**config.mk**
```make
export PLATFORM = sky130hd
export DESIGN_NAME = hazard3_sba_ctrl
export DESIGN_NICKNAME = d
export VERILOG_FILES = /design/src/rtl/hazard3_sba_ctrl.sv
export SDC_FILE = /design/constraint.sdc
export NUM_CORES = 1
export LEC_CHECK = 0
export BUFFER_PORTS_ARGS = -buffer_cell sky130_fd_sc_hd__buf_2
export CORE_MARGIN = 2
export CORE_UTILIZATION = 35
export DETAILED_ROUTE_END_ITERATION = 16
export PLACE_DENSITY = 0.62
export SETUP_SLACK_MARGIN = 0.4
export SYNTH_ARGS = -nofsm -noshare
export SYNTH_HDL_FRONTEND = slang
export SYNTH_SLANG_ARGS = --single-unit
export TNS_END_PERCENT = 1
```
**constraint.sdc**
```tcl
create_clock -name clk -period 1.79 [get_ports clk]
set_input_delay 0.0895 -clock clk [delete_from_list [all_inputs] [get_ports clk]]
set_output_delay 0.0895 -clock clk [all_outputs]
set_load 0.1 [all_outputs]
```
**src/rtl/hazard3_sba_ctrl.sv**
```systemverilog
// rtl/hazard3_sba_ctrl.sv - Debug Module System Bus Access sequencer
//
// Turns sbaddress0/sbdata0 register traffic from the Debug Module into single
// transfers on the core's dbg_sbus_* port, tracking sbbusy, sbbusyerror and
// sberror. Misaligned or oversized requests are rejected before issue.
//
// Configuration macro: HAZARD3_SBA_AUTOINCREMENT_EN
//   defined   : cfg_autoinc advances sbaddr by the transfer size after each
//               successful transfer.
//   undefined : cfg_autoinc is ignored; sbaddr only changes on DM writes.
//
// Ports:
//   clk, rst            clock, synchronous active-high reset
//   cfg_*               sbcs configuration fields (readonaddr, readondata,
//                       autoincrement, access size)
//   sbaddr_wen/wdata    DM write of sbaddress0
//   sbdata_wen/wdata    DM write of sbdata0
//   sbdata_ren          DM read strobe of sbdata0
//   sberror_clr         W1C mask for sberror
//   sbbusyerror_clr     W1C for sbbusyerror
//   sbaddr, sbdata      current register values
//   sbbusy              transfer in flight
//   sbbusyerror         sticky busy-violation flag
//   sberror             sticky error code (2 bus, 3 misaligned, 4 bad size)
//   dbg_sbus_*          single-transfer request/response port to the core

module hazard3_sba_ctrl #(
    parameter int W_ADDR = 32,
    parameter int W_DATA = 32
) (
    input  logic              clk,
    input  logic              rst,
    input  logic              cfg_readonaddr,
    input  logic              cfg_readondata,
    input  logic              cfg_autoinc,
    input  logic [2:0]        cfg_access,
    input  logic              sbaddr_wen,
    input  logic [W_ADDR-1:0] sbaddr_wdata,
    input  logic              sbdata_wen,
    input  logic [W_DATA-1:0] sbdata_wdata,
    input  logic              sbdata_ren,
    input  logic [2:0]        sberror_clr,
    input  logic              sbbusyerror_clr,
    output logic [W_ADDR-1:0] sbaddr,
    output logic [W_DATA-1:0] sbdata,
    output logic              sbbusy,
    output logic              sbbusyerror,
    output logic [2:0]        sberror,
    output logic [W_ADDR-1:0] dbg_sbus_addr,
    output logic              dbg_sbus_write,
    output logic [1:0]        dbg_sbus_size,
    output logic [W_DATA-1:0] dbg_sbus_wdata,
    output logic              dbg_sbus_vld,
    input  logic              dbg_sbus_rdy,
    input  logic              dbg_sbus_err,
    input  logic [W_DATA-1:0] dbg_sbus_rdata
);

`ifdef HAZARD3_SBA_AUTOINCREMENT_EN
    localparam bit AUTOINC_SUPPORTED = 1'b1;
`else
    localparam bit AUTOINC_SUPPORTED = 1'b0;
`endif

    typedef enum logic {
        ST_IDLE = 1'b0,
        ST_BUSY = 1'b1
    } state_t;

    state_t state;

    localparam logic [W_ADDR-1:0] ADDR_ONE = {{(W_ADDR-1){1'b0}}, 1'b1};

    logic              strobe_any;
    logic              trig_req;
    logic              trig_write;
    logic [W_ADDR-1:0] trig_addr;
    logic              trig_ok;
    logic              bad_size;
    logic              misaligned;
    logic              issue;
    logic              err_set;
    logic [2:0]        err_val;
    logic              busyerr_set;
    logic              done;
    logic              autoinc_en;

    // Trigger decode: only the highest-priority strobe in a cycle has any effect.
    always_comb begin
        strobe_any = sbaddr_wen | sbdata_wen | sbdata_ren;
        trig_req   = 1'b0;
        trig_write = 1'b0;
        trig_addr  = sbaddr;
        if (sbaddr_wen) begin
            trig_addr = sbaddr_wdata;
            trig_req  = cfg_readonaddr;
        end else if (sbdata_wen) begin
            trig_req   = 1'b1;
            trig_write = 1'b1;
        end else if (sbdata_ren) begin
            trig_req = cfg_readondata;
        end

        trig_ok  = (state == ST_IDLE) && trig_req && !sbbusyerror && (sberror == 3'd0);
        bad_size = (cfg_access > 3'd2);
        case (cfg_access)
            3'd1:    misaligned = trig_addr[0];
            3'd2:    misaligned = |trig_addr[1:0];
            default: misaligned = 1'b0;
        endcase
        issue = trig_ok && !bad_size && !misaligned;

        done = (state == ST_BUSY) && dbg_sbus_rdy;

        err_set = 1'b0;
        err_val = 3'd0;
        if (trig_ok && bad_size) begin
            err_set = 1'b1;
            err_val = 3'd4;
        end else if (trig_ok && misaligned) begin
            err_set = 1'b1;
            err_val = 3'd3;
        end else if (done && dbg_sbus_err) begin
            err_set = 1'b1;
            err_val = 3'd2;
        end

        busyerr_set = (state == ST_BUSY) && strobe_any;
        autoinc_en  = AUTOINC_SUPPORTED && cfg_autoinc;
    end

    always_ff @(posedge clk) begin
        if (rst) begin
            state          <= ST_IDLE;
            sbaddr         <= '0;
            sbdata         <= '0;
            sbbusyerror    <= 1'b0;
            sberror        <= 3'd0;
            dbg_sbus_addr  <= '0;
            dbg_sbus_write <= 1'b0;
            dbg_sbus_size  <= 2'd0;
            dbg_sbus_wdata <= '0;
        end else begin
            // A new set in the same cycle as a W1C clear takes precedence.
            sbbusyerror <= busyerr_set | (sbbusyerror & ~sbbusyerror_clr);
            sberror     <= err_set ? err_val : (sberror & ~sberror_clr);

            case (state)
                ST_IDLE: begin
                    // Register writes land even when an error blocks the transfer.
                    if (sbaddr_wen) begin
                        sbaddr <= sbaddr_wdata;
                    end else if (sbdata_wen) begin
                        sbdata <= sbdata_wdata;
                    end
                    if (issue) begin
                        state          <= ST_BUSY;
                        dbg_sbus_addr  <= trig_addr;
                        dbg_sbus_write <= trig_write;
                        dbg_sbus_size  <= cfg_access[1:0];
                        dbg_sbus_wdata <= sbdata_wdata;
                    end
                end
                ST_BUSY: begin
                    // Request fields stay frozen until the bus accepts them.
                    if (dbg_sbus_rdy) begin
                        state <= ST_IDLE;
                        if (!dbg_sbus_err) begin
                            if (!dbg_sbus_write) begin
                                sbdata <= dbg_sbus_rdata;
                            end
                            if (autoinc_en) begin
                                sbaddr <= sbaddr + (ADDR_ONE << dbg_sbus_size);
                            end
                        end
                    end
                end
                default: state <= ST_IDLE;
            endcase
        end
    end

    assign sbbusy = (state == ST_BUSY);
    // The bus is reset alongside us, so the request is withdrawn during reset.
    assign dbg_sbus_vld = sbbusy && !rst;

endmodule

```
# --- Yosys cells after proc, flatten, opt, wreduce, memory -nomap -nowiden ---
# Cells that the tools add are included.
totals:
  regBits: 136
  input_bits: 113
  out_inout_bits: 137
  elab_cells: 68
classes:
  magnitude_cmp: 1
  eq_ne: 7
  n_mux: 24
  bitwise: 8
  n_reduce_logical: 19
op_table:
  columns: ["cell", "n"]
  rows:
  - ["$mux 32", 7]
  - ["$pmux 32 s2", 1]
  - ["$logic_and 1x1->1", 11]
  - ["$mux 1", 10]
  - ["$ne 2x2->1 const B", 5]
  - ["$mux 3", 2]
  - ["$reduce_and 5->1", 1]
  - ["$logic_not 1->1", 4]
  - ["$mux 2", 2]
  - ["$pmux 1 s2", 2]
  - ["$and 3x3->3", 1]
  - ["$eq 3x1->1 const B", 1]
  - ["$eq 3x2->1 const B", 1]
  - ["$gt 3x2->1 const B", 1]
  - ["$logic_not 3->1", 1]
  - ["$not 3->3", 1]
  - ["$or 1x1->1", 3]
  - ["$not 1->1", 2]
  - ["$reduce_and 2->1", 1]
  - ["$reduce_or 2->1", 1]
  - ["$and 1x1->1", 1]

# --- Logic depth before layout (Yosys ltp) ---
# Gate-level depths: netlist of the first run.
logic_depth:
  word_depth: 10
  ltp_mapped: 8
  depth_no_buf: 4

# --- Least setup slack after synthesis of the first run ---
# No wires, ideal clock.
synth_timing:
  path_type: "flip-flop to output port"
  from: "reg state (netlist: sbbusy)"
  to: "out dbg_sbus_vld"
  t_arrival_ns: 3.161
  t_required_ns: 1.701
  slack_ns: -1.461
  stages_incl_launch_ff: 5
  path_buffers: 3
  cell_sequence: "dfxtp_1 -> clkbuf_1 -> buf_2 -> clkbuf_1 -> nor2b_1"
synth_via:
  elab_chain_cells: 1
synth_lines:
  columns: ["item", "line_no", "text"]
  rows:
  - ["from (decl)", "70", "state_t state;"]
  - ["from (signal assigned)", "134", "state <= ST_IDLE;"]
  - ["from (signal assigned)", "157", "state <= ST_BUSY;"]
  - ["from (signal assigned)", "167", "state <= ST_IDLE;"]
  - ["$logic_and 1x1->1", "185", "assign dbg_sbus_vld = sbbusy && !rst;"]
  - ["to (decl)", "53", "output logic dbg_sbus_vld,"]
# No other way between the ends.

# --- Worst setup path after layout of the first run ---
layout_timing:
  from: "reg sbaddr[0]"
  to: "reg dbg_sbus_addr[18]"
layout_via:
  elab_chain_cells: 6
layout_lines:
  columns: ["item", "line_no", "text"]
  rows:
  - ["from (decl)", "44", "output logic [W_ADDR-1:0] sbaddr,"]
  - ["from (signal assigned)", "152", "sbaddr <= sbaddr_wdata;"]
  - ["from (signal assigned)", "173", "sbaddr <= sbaddr + (ADDR_ONE << dbg_sbus_size);"]
  - ["$mux 32 *", null, null]
  - ["$reduce_or 2->1", "108", "3'd2: misaligned = |trig_addr[1:0];"]
  - ["$pmux 1 s2 *", "106", "case (cfg_access)"]
  - ["$logic_not 1->1 *", "111", "issue = trig_ok && !bad_size && !misaligned;"]
  - ["$logic_and 1x1->1 *", "111", null]
  - ["$reduce_and 2->1 (no source line) *", null, null]
  - ["to (signal assigned)", "158", "dbg_sbus_addr <= trig_addr;"]
  - ["to (decl)", "49", "output logic [W_ADDR-1:0] dbg_sbus_addr,"]
# Every way passes the cells marked *; elsewhere a longest branch is shown, timed or not.
# A chain may end at the register's enable or synchronous reset.

==> results.md, run 1 <==
* Top delay family on crit path: multiplexers
* Cell chosen for the clock root: clkbuf_16
* Synthesized Nets at 762
* Detailed-route via count at 5670
* Worst-path fanout max at 5
* Most instantiated flip-flop cell in the synthesis netlist: dfxtp_1
* Share of the synthesized area in compound gates (AO/OA/AOI/OAI) at 8.609%
* PnR Total Power at 0.009659 W
* Wire length after detailed routing at 17890 um
* Layout cell share with drive strength beyond 1 at 34.31%
* Power density over cell area at 1043 nW/um^2
* Mean number of vias per cell at 4.659
* Time the worst path needs with I/O delays and setup at 1653 ps
* Library cell contributing the largest single delay on the critical path: dfxtp_4
* Series of cell instances along the critical path: mux2i_4 > nor3b_2 > nor4bb_4 > buf_4 > buf_8 > mux2_4
* Clock network latency to the later pin of the worst-skew pair at 420 ps
* Net count reported at finish at 1091
* First-pass detailed-route iteration total at 6
* Final number of setup-violating endpoints at 0
* Total of warnings raised by yosys at 0
* Asr flop ratio synth at 0%
* Max capacitance violation total at 0
* Floorplan Core Area at 17180 um^2
* Register bit total from synthesis at 136
* Routability Congestion at 0.7446
* Vias in the first global route at 5484
* Rel. slew slack at 64.55%
* Multiplexer area fraction after synthesis at 22.13%
* Synthesized area divided by synthesized cell count at 9.383 um^2
* Floorplan row count at 48
* Peak supply drop at 0.6562 mV
* Path type of the worst setup path: flop to flop
* Antenna violations before repair at 2
* Clock transition at the register clock pins on the worst setup and hold paths after CTS at 60 ps
* Total clock buffers created by CTS at 17
* Cell area after synthesis at 6090 um^2
* Classification of the worst-slack hold path: input port to flop
* Die span in y at 135.9 um
* Post-Syn Instances at 649
* Post-detail-place hpwl at 12150 um
* Aggregate global routing overflow at 0
* H-Tree Depth at 4
* Number of port buffers at 248
* Run status: finished, final reports clean
* Sinks on Clock Net at 136
* Netlist cell types at 37
* Num ports at 250
* Largest net degree at the start of global routing at 60
* Static Leak at 4.243 nW
* Largest family of logic cells by synthesized area: multiplexers
* CTS tree: yes
* Remaining antenna violation count after routing at 0
* Global-route usage over all layers at 19.46%
* Final worst-path cycle share at 92.33%
* Final non-filler cell total at 1217
* Buffers from clock root to sink, at most at 2
* Clk_skew at 13.62 ps
* Simple-gate area share of the yosys netlist at 20.57%
* First-pass GRT wire length at 27990 um
* Portion of the post-synthesis area used by sequential elements at 44.71%
* Kind of start point of the critical path: flop
* Total die area at 18470 um^2
* Final Max Slew Viols at 0
* Routed wirelength normalized by instance count at 14.70 um
* Fraction of the mapped netlist area in adder cells at 0%
* Effective utilization at floorplan at 35.45%
* Crit path buffers/inverters at 2
* Parity-gate share of the synthesized area counting xor and xnor cells at 0%
* RSZ-0062 raised after global routing: yes
* First-iteration detailed-routing DRC count at 175
* Post-synth EDFFs at 0
* Critical Path Max Stage Delay at 350 ps
* Signed area change from the synthesized netlist to the final layout at 52.09%
* Capturing element type of the critical path: flop
* Slew of the pin with the lowest slew margin at 535.4 ps
* Die Wd at 135.9 um
* Worst endpoint required time at 2100 ps
* Data arrival, critical path at 1960 ps
* Timing-limited maximum frequency at 0.6051 GHz
* Total instance count after detailed placement at 1097
* Number of failing hold endpoints at the final stage at 0
* Drc violations at 0
-- registers in the layout (all words and copies together), names as in the netlist --
register and count:
sbaddr 32, sberror 3, dbg_sbus_write 1, dbg_sbus_addr 32
dbg_sbus_size 2, sbbusy 1, sbdata 32, dbg_sbus_wdata 32
sbbusyerror 1
-- kinds of logic after synthesis --
group	count (synthesis)
and+or+nand+nor	249
DFF	136
muxes	129
AOI/OAI and AO/OA	82
buffers and inverters	53
-- where the power goes --
part | internal (W) | switching (W) | leakage [nW]
Sequential | 0.00323 | 0.000111 | 1.12
Clock | 0.00207 | 0.00140 | 0.279
Combinational | 0.000778 | 0.00208 | 2.85
-- worst paths after layout --
kind	start	endpoint	slack, ps	cells past startpoint
hold / removal	dbg_sbus_rdata[30]	sbdata[30]	20	3
setup reg to reg	sbaddr[0]	dbg_sbus_addr[18]	140	6
hold reg to reg	sbaddr[4]	sbaddr[4]	470	2
setup / recovery	sbaddr[0]	dbg_sbus_addr[18]	140	6
-- what timing repair did --
action | 4_1_cts | 5_1_grt
hold endpoints to repair | 76 | 0
endpoints found under the setup margin | 120 | 130
gates resized for setup | 6 | 0
gates cloned | 1 | 0
hold buffers | 79 | 0
pin swaps | 3 | 0
setup buffers | 7 | 0
-- synthesized netlist by cell type, types with 2 or more instances --
library cell | instances | share of area, %
clkbuf_1 | 34 | 2.1
nand3b_1 | 2 | 0.25
buf_4 | 4 | 0.49
nor2b_1 | 35 | 3.6
buf_2 | 5 | 0.41
nor2_1 | 78 | 4.8
nand4bb_1 | 2 | 0.37
o21ai_0 | 2 | 0.16
buf_1 | 5 | 0.31
a21oi_1 | 38 | 3.1
dfxtp_1 | 136 | 45
nand2_1 | 53 | 3.3
mux2i_1 | 95 | 16
buf_6 | 3 | 0.55
a211oi_1 | 32 | 3.9
mux2_1 | 32 | 5.9
nand2b_1 | 73 | 7.5
-- worst reg2reg max path, delay by kind of cell (launching register included) --
family	cells	cell delay, ps
flops	1	350
mux	2	470
simple gates	2	440
buf+inv	2	280
-- cell type report --
class	instances	area, um^2
Clock inverter	13	143.9
Inverter	2	7.507
Tap cell	225	281.5
Sequential cell	136	2745
Clock buffer	19	432.9
Fill cell	1543	7915
Timing Repair Buffer	361	2446
Multi-Input combinational cell	460	3202
Antenna cell	1	2.502
-- per-layer routing --
metal | vias up | wire (um) | share of wire, % | track usage, %
li1 | 2860 | - | - | -
met1 | 2601 | 7725 | 43 | 23.08
met2 | 189 | 8390 | 47 | 32.35
met3 | 18 | 1548 | 8.7 | 7.905
met4 | 2 | 212 | 1.2 | 5.729
met5 | - | 13 | 0.073 | 0
-- per-stage QoR --
step | setup slack, ps | setup TNS [ps] | hold WS, ps | area [um^2] | util, %
2_1_floorplan | -73.48 | -2016 | 225.5 | 6160 | -
3_3_place_gp | 63.56 | 0 | 344.8 | 7782 | 45.31
3_5_place_dp | 21.26 | 0 | 347.6 | 7782 | 45.31
4_1_cts | 140.3 | 0 | 0.4720 | 9259 | 53.90
5_1_grt | 26.53 | 0 | 7.295 | 9261 | 53.92
6_report | 137.4 | 0 | 15.04 | 9261 | 53.92
-- cell usage in the layout (no fill, tap or decap), types with 3 or more instances in the layout --
cell,instances
nand2_1,53
nand2b_1,73
dlygate4sd3_1,79
dfxtp_4,5
inv_6,4
buf_4,25
mux2_1,26
mux2i_1,95
a211oi_1,32
clkbuf_16,17
mux2_4,6
dfxtp_1,128
a21oi_1,38
buf_12,8
buf_2,245
nor2b_1,34
dfxtp_2,3
nor2_1,77
Note: power is estimated with default switching activity, not from simulation.
==> run 2: changes to the inputs <==
--- a/config.mk
+++ b/config.mk
@@ -9,5 +9,5 @@
 export CORE_MARGIN = 2
-export CORE_UTILIZATION = 35
+export CORE_UTILIZATION = 48
 export DETAILED_ROUTE_END_ITERATION = 16
-export PLACE_DENSITY = 0.62
+export PLACE_DENSITY = 0.78
 export SETUP_SLACK_MARGIN = 0.4
==> constraint.sdc (replaced) <==
create_clock -name clk -period 1.81 [get_ports clk]
set_input_delay 0.181 -clock clk [delete_from_list [all_inputs] [get_ports clk]]
set_output_delay 0.181 -clock clk [all_outputs]
set_load 0.1 [all_outputs]
==> run 2 against run 1 <==
Against the previous run:
- via count shrank 5.2%
- non-clock buffer count shrank 80
- sequential share of layout area up 3.0 points
- worst setup slack got worse by 9.8 ps
- combinational power is 6% lower
- hold slack improved by 7.6 ps
- critical path depth is the same
- clock power shrank 8.4%
- cell count shrank 11%
- critical path type unchanged
- largest power group is now sequential cells
- highest routed layer unchanged
==> results.md, run 2 (synthesis gave the netlist of run 1 again) <==
* Run status: finished, final reports clean
* Cell chosen for the clock root: clkbuf_16
* Path type of the worst setup path: flop to flop
* Die span in y at 116.6 um (-14%)
* Number of port buffers at 248 (unchanged)
* Final non-filler cell total at 1080 (-11%)
* Final Max Slew Viols at 0 (unchanged)
* Library cell contributing the largest single delay on the critical path: dfxtp_4
* Final number of setup-violating endpoints at 0 (unchanged)
* Most frequent cells in the layout: buf_2, dfxtp_1, mux2i_1, nor2_1, nand2b_1
* Data arrival, critical path at 1970 ps (about the same)
* Timing-limited maximum frequency at 0.5944 GHz (-1.8%)
* Classification of the worst-slack hold path: input port to flop
* Routability Congestion at 0.7691 (+3.3%)
* Sinks on Clock Net at 136 (unchanged)
* Buffers from clock root to sink, at most at 2 (unchanged)
* Clock transition at the register clock pins on the worst setup and hold paths after CTS at 50 ps (about the same)
* Num ports at 250 (unchanged)
* Drc violations at 0 (unchanged)
* Final worst-path cycle share at 92.95% (+0.63 points)
* Signed area change from the synthesized netlist to the final layout at 38.09%
* Rel. slew slack at 64.80% (+0.24 points)
* Max capacitance violation total at 0 (unchanged)
* Effective utilization at floorplan at 48.65% (+13 points)
* Floorplan row count at 41 (-15%)
* RSZ-0062 raised after global routing: yes
* First-pass GRT wire length at 23710 um (-15%)
* Static Leak at 3.912 nW (-7.8%)
* Total instance count after detailed placement at 1042 (-5.0%)
* Clk_skew at 6.534 ps (-7.090 ps)
* Final-layout setup total negative slack at 0 ps (unchanged)
* Net count reported at finish at 1011 (-7.3%)
* Global-route usage over all layers at 22.61% (+3.2 points)
* Worst endpoint required time at 2100 ps (about the same)
* First-iteration detailed-routing DRC count at 239 (+37%)
* Vias in the first global route at 4964 (-9.5%)
* Remaining antenna violation count after routing at 0 (unchanged)
* Worst-path fanout max at 8 (+3)
* Worst hold margin at 22.63 ps (+7.597 ps)
* Layout cell share with drive strength beyond 1 at 36.93% (+2.6 points)
* Peak supply drop at 0.6964 mV (+6.1%)
* Worst reg2reg setup slack at 130 ps (about the same)
* Total die area at 13600 um^2 (-26%)
* Slew of the pin with the lowest slew margin at 531.7 ps (-3.680 ps)
* Clock network latency to the later pin of the worst-skew pair at 410 ps (about the same)
* Time the worst path needs with I/O delays and setup at 1682 ps (+29.84 ps)
* Power density over cell area at 1090 nW/um^2 (+4.5%)
* Kind of start point of the critical path: flop
* Routed wirelength normalized by instance count at 14.62 um (-0.52%)
* Floorplan Core Area at 12520 um^2 (-27%)
* Mean number of vias per cell at 4.979 (+6.9%)
* Wire length after detailed routing at 15790 um (-12%)
* H-Tree Depth at 4 (unchanged)
* Leading cell type in the layout, fill and taps excluded: buf_2
* CTS tree: yes
* Detailed-route via count at 5377 (-5.2%)
* First-pass detailed-route iteration total at 4 (-2)
* Antenna violations before repair at 2 (unchanged)
* Total clock buffers created by CTS at 17 (unchanged)
* Die Wd at 116.6 um (-14%)
* Hold buffers post-CTS at 0 (-100%)
* Critical Path Max Stage Delay at 340 ps (about the same)
* Largest net degree at the start of global routing at 65 (+8.3%)
* Capturing element type of the critical path: flop
* Post-detail-place hpwl at 11180 um (-8.0%)
* Series of cell instances along the critical path: nor3_2 > o2111a_2 > nor4bb_4 > buf_4 > buf_12 > mux2_4
* Aggregate global routing overflow at 0 (unchanged)
* Number of failing hold endpoints at the final stage at 0 (unchanged)
## run 2: cell count changes in the layout (fill, tap and decap cells not counted), sizes merged
cell / before / now
clkbuf: 19 / 27
clkinvlp: 2 / 1
bufinv: 2 / 0
buf: 282 / 280
inv: 7 / 2
dlygate4sd3: 79 / 0
clkinv: 4 / 1
## run 2: through the flow
| step | worst slack, ps | power, W | area [um^2] | utilization (%) |
|---|---|---|---|---|
| final | 127.5 | 0.009165 | 8409 | 67.18 |
| after global routing | 36.79 | 0.009530 | 8407 | 67.16 |
| after CTS | 141.4 | 0.009219 | 8378 | 66.93 |
| after detailed placement | 23.84 | 0.006000 | 7722 | 61.70 |
| after global placement | 86.32 | 0.005980 | 7722 | 61.70 |
| after floorplan | -54.47 | 0.005444 | 6162 | - |
## run 2: metal layers
layer	share of wire [%]	up-vias	global-route usage, %
met5	0.044	-	0
li1	-	2693	-
met2	49	189	39.26
met1	41	2472	25.38
met3	8.6	21	8.044
met4	1.5	2	9.020
## run 2: worst max-delay path, delay by kind of cell, from the launching register on
kind | cells | cell delay, ps
buffers and inverters | 2 | 320
multiplexers | 1 | 300
AND/OR/NAND/NOR | 2 | 380
AO/OA/AOI/OAI | 1 | 230
flip-flops | 1 | 340
## run 2: timing repair
| item | in CTS | in global routing |
|---|---|---|
| gates resized for setup | 4 | 1 |
| pin swaps | 3 | 1 |
| buffers inserted | 6 | 0 |
| endpoints found under the setup margin | 106 | 141 |
| cloned | 2 | 1 |
## run 2: final timing paths
kind,to,depth (start not counted),from
worst max register to register,dbg_sbus_addr[0],6,sberror[0]
worst max-delay path,dbg_sbus_addr[0],6,sberror[0]
worst min register to register,sbaddr[21],2,sbaddr[21]
worst min-delay path,sbaddr[17],3,sbaddr_wdata[17]
## run 2: area by class of cell
type | instances | area, um^2
Tap cell | 172 | 215.2
Inverter | 2 | 7.507
Multi-Input combinational cell | 460 | 3202
Clock buffer | 26 | 529.3
Antenna cell | 1 | 2.502
Fill cell | 1082 | 4108
Clock inverter | 2 | 12.51
Sequential cell | 136 | 2745
Timing Repair Buffer | 281 | 1695
## run 2: report_power, final
part           internal (W)  switching (W)  total [W]
sequential          0.00319       0.000109    0.00330
combinational      0.000674        0.00202    0.00270
clock               0.00197        0.00119    0.00317
total               0.00584        0.00332    0.00917
==> run 3: changes to the inputs <==
Settings changed: MAX_ROUTING_LAYER set to met4.
==> run 3 against run 2 <==
Against the previous run:
- hold slack worse by 7.9 ps
- clock skew up 5.7 ps
- worst setup slack about the same
- first-iteration DRC count up 21%
- flip-flop and latch count stayed put
- critical path depth unchanged
- sequential power barely moved
- cell count is 0.19% higher
- non-clock buffer count unchanged
- sequential share of layout area about the same
- die area unchanged
- power is essentially flat
- critical path type unchanged
- critical endpoint unchanged
==> results.md, run 3 (synthesis gave the netlist of run 1 again) <==
* Cell chosen for the clock root: clkbuf_16
* First-pass detailed-route iteration total at 4 (unchanged)
* Total die area at 13600 um^2 (unchanged)
* Total instance count after detailed placement at 1042 (unchanged)
* Worst-path fanout max at 8 (unchanged)
* Leading cell type in the layout, fill and taps excluded: buf_2
* Final number of setup-violating endpoints at 0 (unchanged)
* Routability Congestion at 0.7794 (+1.3%)
* Number of failing hold endpoints at the final stage at 0 (unchanged)
* Wire length after detailed routing at 15820 um (+0.17%)
* Detailed-route via count at 5357 (-0.37%)
* Post-detail-place hpwl at 11180 um (unchanged)
* Buffers from clock root to sink, at most at 2 (unchanged)
* Clock group share of total power at 34.5% (about the same)
* Capturing element type of the critical path: flop
* Worst endpoint required time at 2100 ps (about the same)
* Power density over cell area at 1089 nW/um^2 (about the same)
* Rel. slew slack at 64.77% (about the same)
* Clock network latency to the later pin of the worst-skew pair at 410 ps (about the same)
* Most frequent cells in the layout: buf_2, dfxtp_1, mux2i_1, nor2_1, nand2b_1
* H-Tree Depth at 4 (unchanged)
* Effective utilization at floorplan at 48.65% (unchanged)
* Final Max Slew Viols at 0 (unchanged)
* Die Wd at 116.6 um (unchanged)
* Routed wirelength normalized by instance count at 14.62 um (about the same)
* Data arrival, critical path at 1970 ps (about the same)
* Number of port buffers at 248 (unchanged)
* Relative contribution of sequential cells to total power at 36.0% (about the same)
* Combinational share of power at 29.4% (about the same)
* Drc violations at 0 (unchanged)
* Classification of the worst-slack hold path: input port to flop
* Setup slack at placement at 23.84 ps (unchanged)
* Vias in the first global route at 4977 (+0.26%)
* Clock transition at the register clock pins on the worst setup and hold paths after CTS at 50 ps (about the same)
* Final-layout setup total negative slack at 0 ps (unchanged)
* Path type of the worst setup path: flop to flop
* Global-route usage over all layers at 23.34% (+0.72 points)
* Signed area change from the synthesized netlist to the final layout at 38.18% (about the same)
* Antenna violations before repair at 2 (unchanged)
* Final non-filler cell total at 1082 (+0.19%)
* RSZ-0062 raised after global routing: yes
* Slew of the pin with the lowest slew margin at 532.1 ps (+0.4089 ps)
* Num ports at 250 (unchanged)
* Floorplan row count at 41 (unchanged)
* Remaining antenna violation count after routing at 0 (unchanged)
* Clk_skew at 12.18 ps (+5.651 ps)
* Largest net degree at the start of global routing at 65 (unchanged)
* Final worst-path cycle share at 92.98% (about the same)
* Max capacitance violation total at 0 (unchanged)
* Sum of met2 wire segment lengths after detailed routing at 7837 um (+0.68%)
* Highest routed layer: met4
* Floorplan Core Area at 12520 um^2 (unchanged)
* Kind of start point of the critical path: flop
* Sinks on Clock Net at 136 (unchanged)
* Met3 wire length at 1168 um (-14%)
* Layout cell share with drive strength beyond 1 at 36.93% (unchanged)
* Proportion of total power due to net switching at 36.26% (about the same)
* First-iteration detailed-routing DRC count at 289 (+21%)
* Aggregate global routing overflow at 0 (unchanged)
* CTS tree: yes
* Total clock buffers created by CTS at 17 (unchanged)
* Time the worst path needs with I/O delays and setup at 1683 ps (+0.4470 ps)
* Run status: finished, final reports clean
* Net count reported at finish at 1011 (unchanged)
* Met1 routed wirelength after detailed routing at 6649 um (+3.7%)
* Timing-limited maximum frequency at 0.5942 GHz (about the same)
* Die span in y at 116.6 um (unchanged)
* Mean number of vias per cell at 4.951 (-0.56%)
* Static Leak at 3.912 nW (about the same)
* First-pass GRT wire length at 23690 um (about the same)
* Switching power summed over all nets at 0.003323 W (about the same)
* Peak supply drop at 0.6950 mV (-0.20%)
* Design internal power at 0.005842 W (about the same)
* Worst Slack Setup Final at 127.1 ps (-0.4470 ps)
==> run 3: power by group through the flow <==
stage	registers (W)	clock network (W)	logic, W
after global routing	0.00333	0.00339	0.00282
after global placement	0.00336	0	0.00262
after detailed placement	0.00336	0	0.00264
after CTS	0.00330	0.00322	0.00270
final	0.00330	0.00316	0.00270
after floorplan	0.00477	0	0.000678
==> run 3: repair_timing <==
| item | CTS | global route |
|---|---|---|
| setup endpoints to repair | 106 | 145 |
| buffers inserted | 6 | 0 |
| hold endpoints to repair | 0 | 0 |
| gates cloned | 2 | 1 |
| gates resized for setup | 4 | 1 |
| pin swaps | 3 | 1 |
| hold buffers | 0 | 0 |
==> run 3: layout make-up <==
| type | instances | area, um^2 |
|---|---|---|
| Timing Repair Buffer | 281 | 1695 |
| Fill cell | 1083 | 4103 |
| Clock buffer | 26 | 529.3 |
| Inverter | 2 | 7.507 |
| Clock inverter | 2 | 12.51 |
| Tap cell | 172 | 215.2 |
| Multi-Input combinational cell | 460 | 3202 |
| Sequential cell | 136 | 2745 |
| Antenna cell | 3 | 7.507 |
==> run 3: worst max-delay path, cell delays in order, from the launching register on <==
cell and delay (ps):
dfxtp_4 340, nor3_2 160, o2111a_2 230, nor4bb_4 220, buf_4 170, buf_12 150, mux2_4 300
==> run 3: path summary, 6_finish.rpt <==
check / startpoint / to / slack, ps / depth (start not counted)
max: sberror[0] / dbg_sbus_addr[0] / 130 / 6
min: sbaddr_wdata[30] / sbaddr[30] / 10 / 3
max reg2reg: sberror[0] / dbg_sbus_addr[0] / 130 / 6
min reg2reg: sbaddr[21] / sbaddr[21] / 460 / 2
==> run 3: per-stage QoR <==
step                      util [%]  power [W]  hold slack [ps]  cell area (um^2)
after global placement       61.70   0.005980            435.8              7722
final                        67.22   0.009165            14.72              8414
after global routing         67.20   0.009542            2.651              8412
after floorplan                  -   0.005444            317.0              6162
after CTS                    66.93   0.009219            3.432              8378
after detailed placement     61.70   0.006000            440.0              7722
==> run 3: per-layer routing <==
layer	vias to the layer above	global-route usage, %
li1	2699	-
met1	2467	26.03
met2	179	39.38
met3	12	7.628
met4	0	8.078
met5	-	-
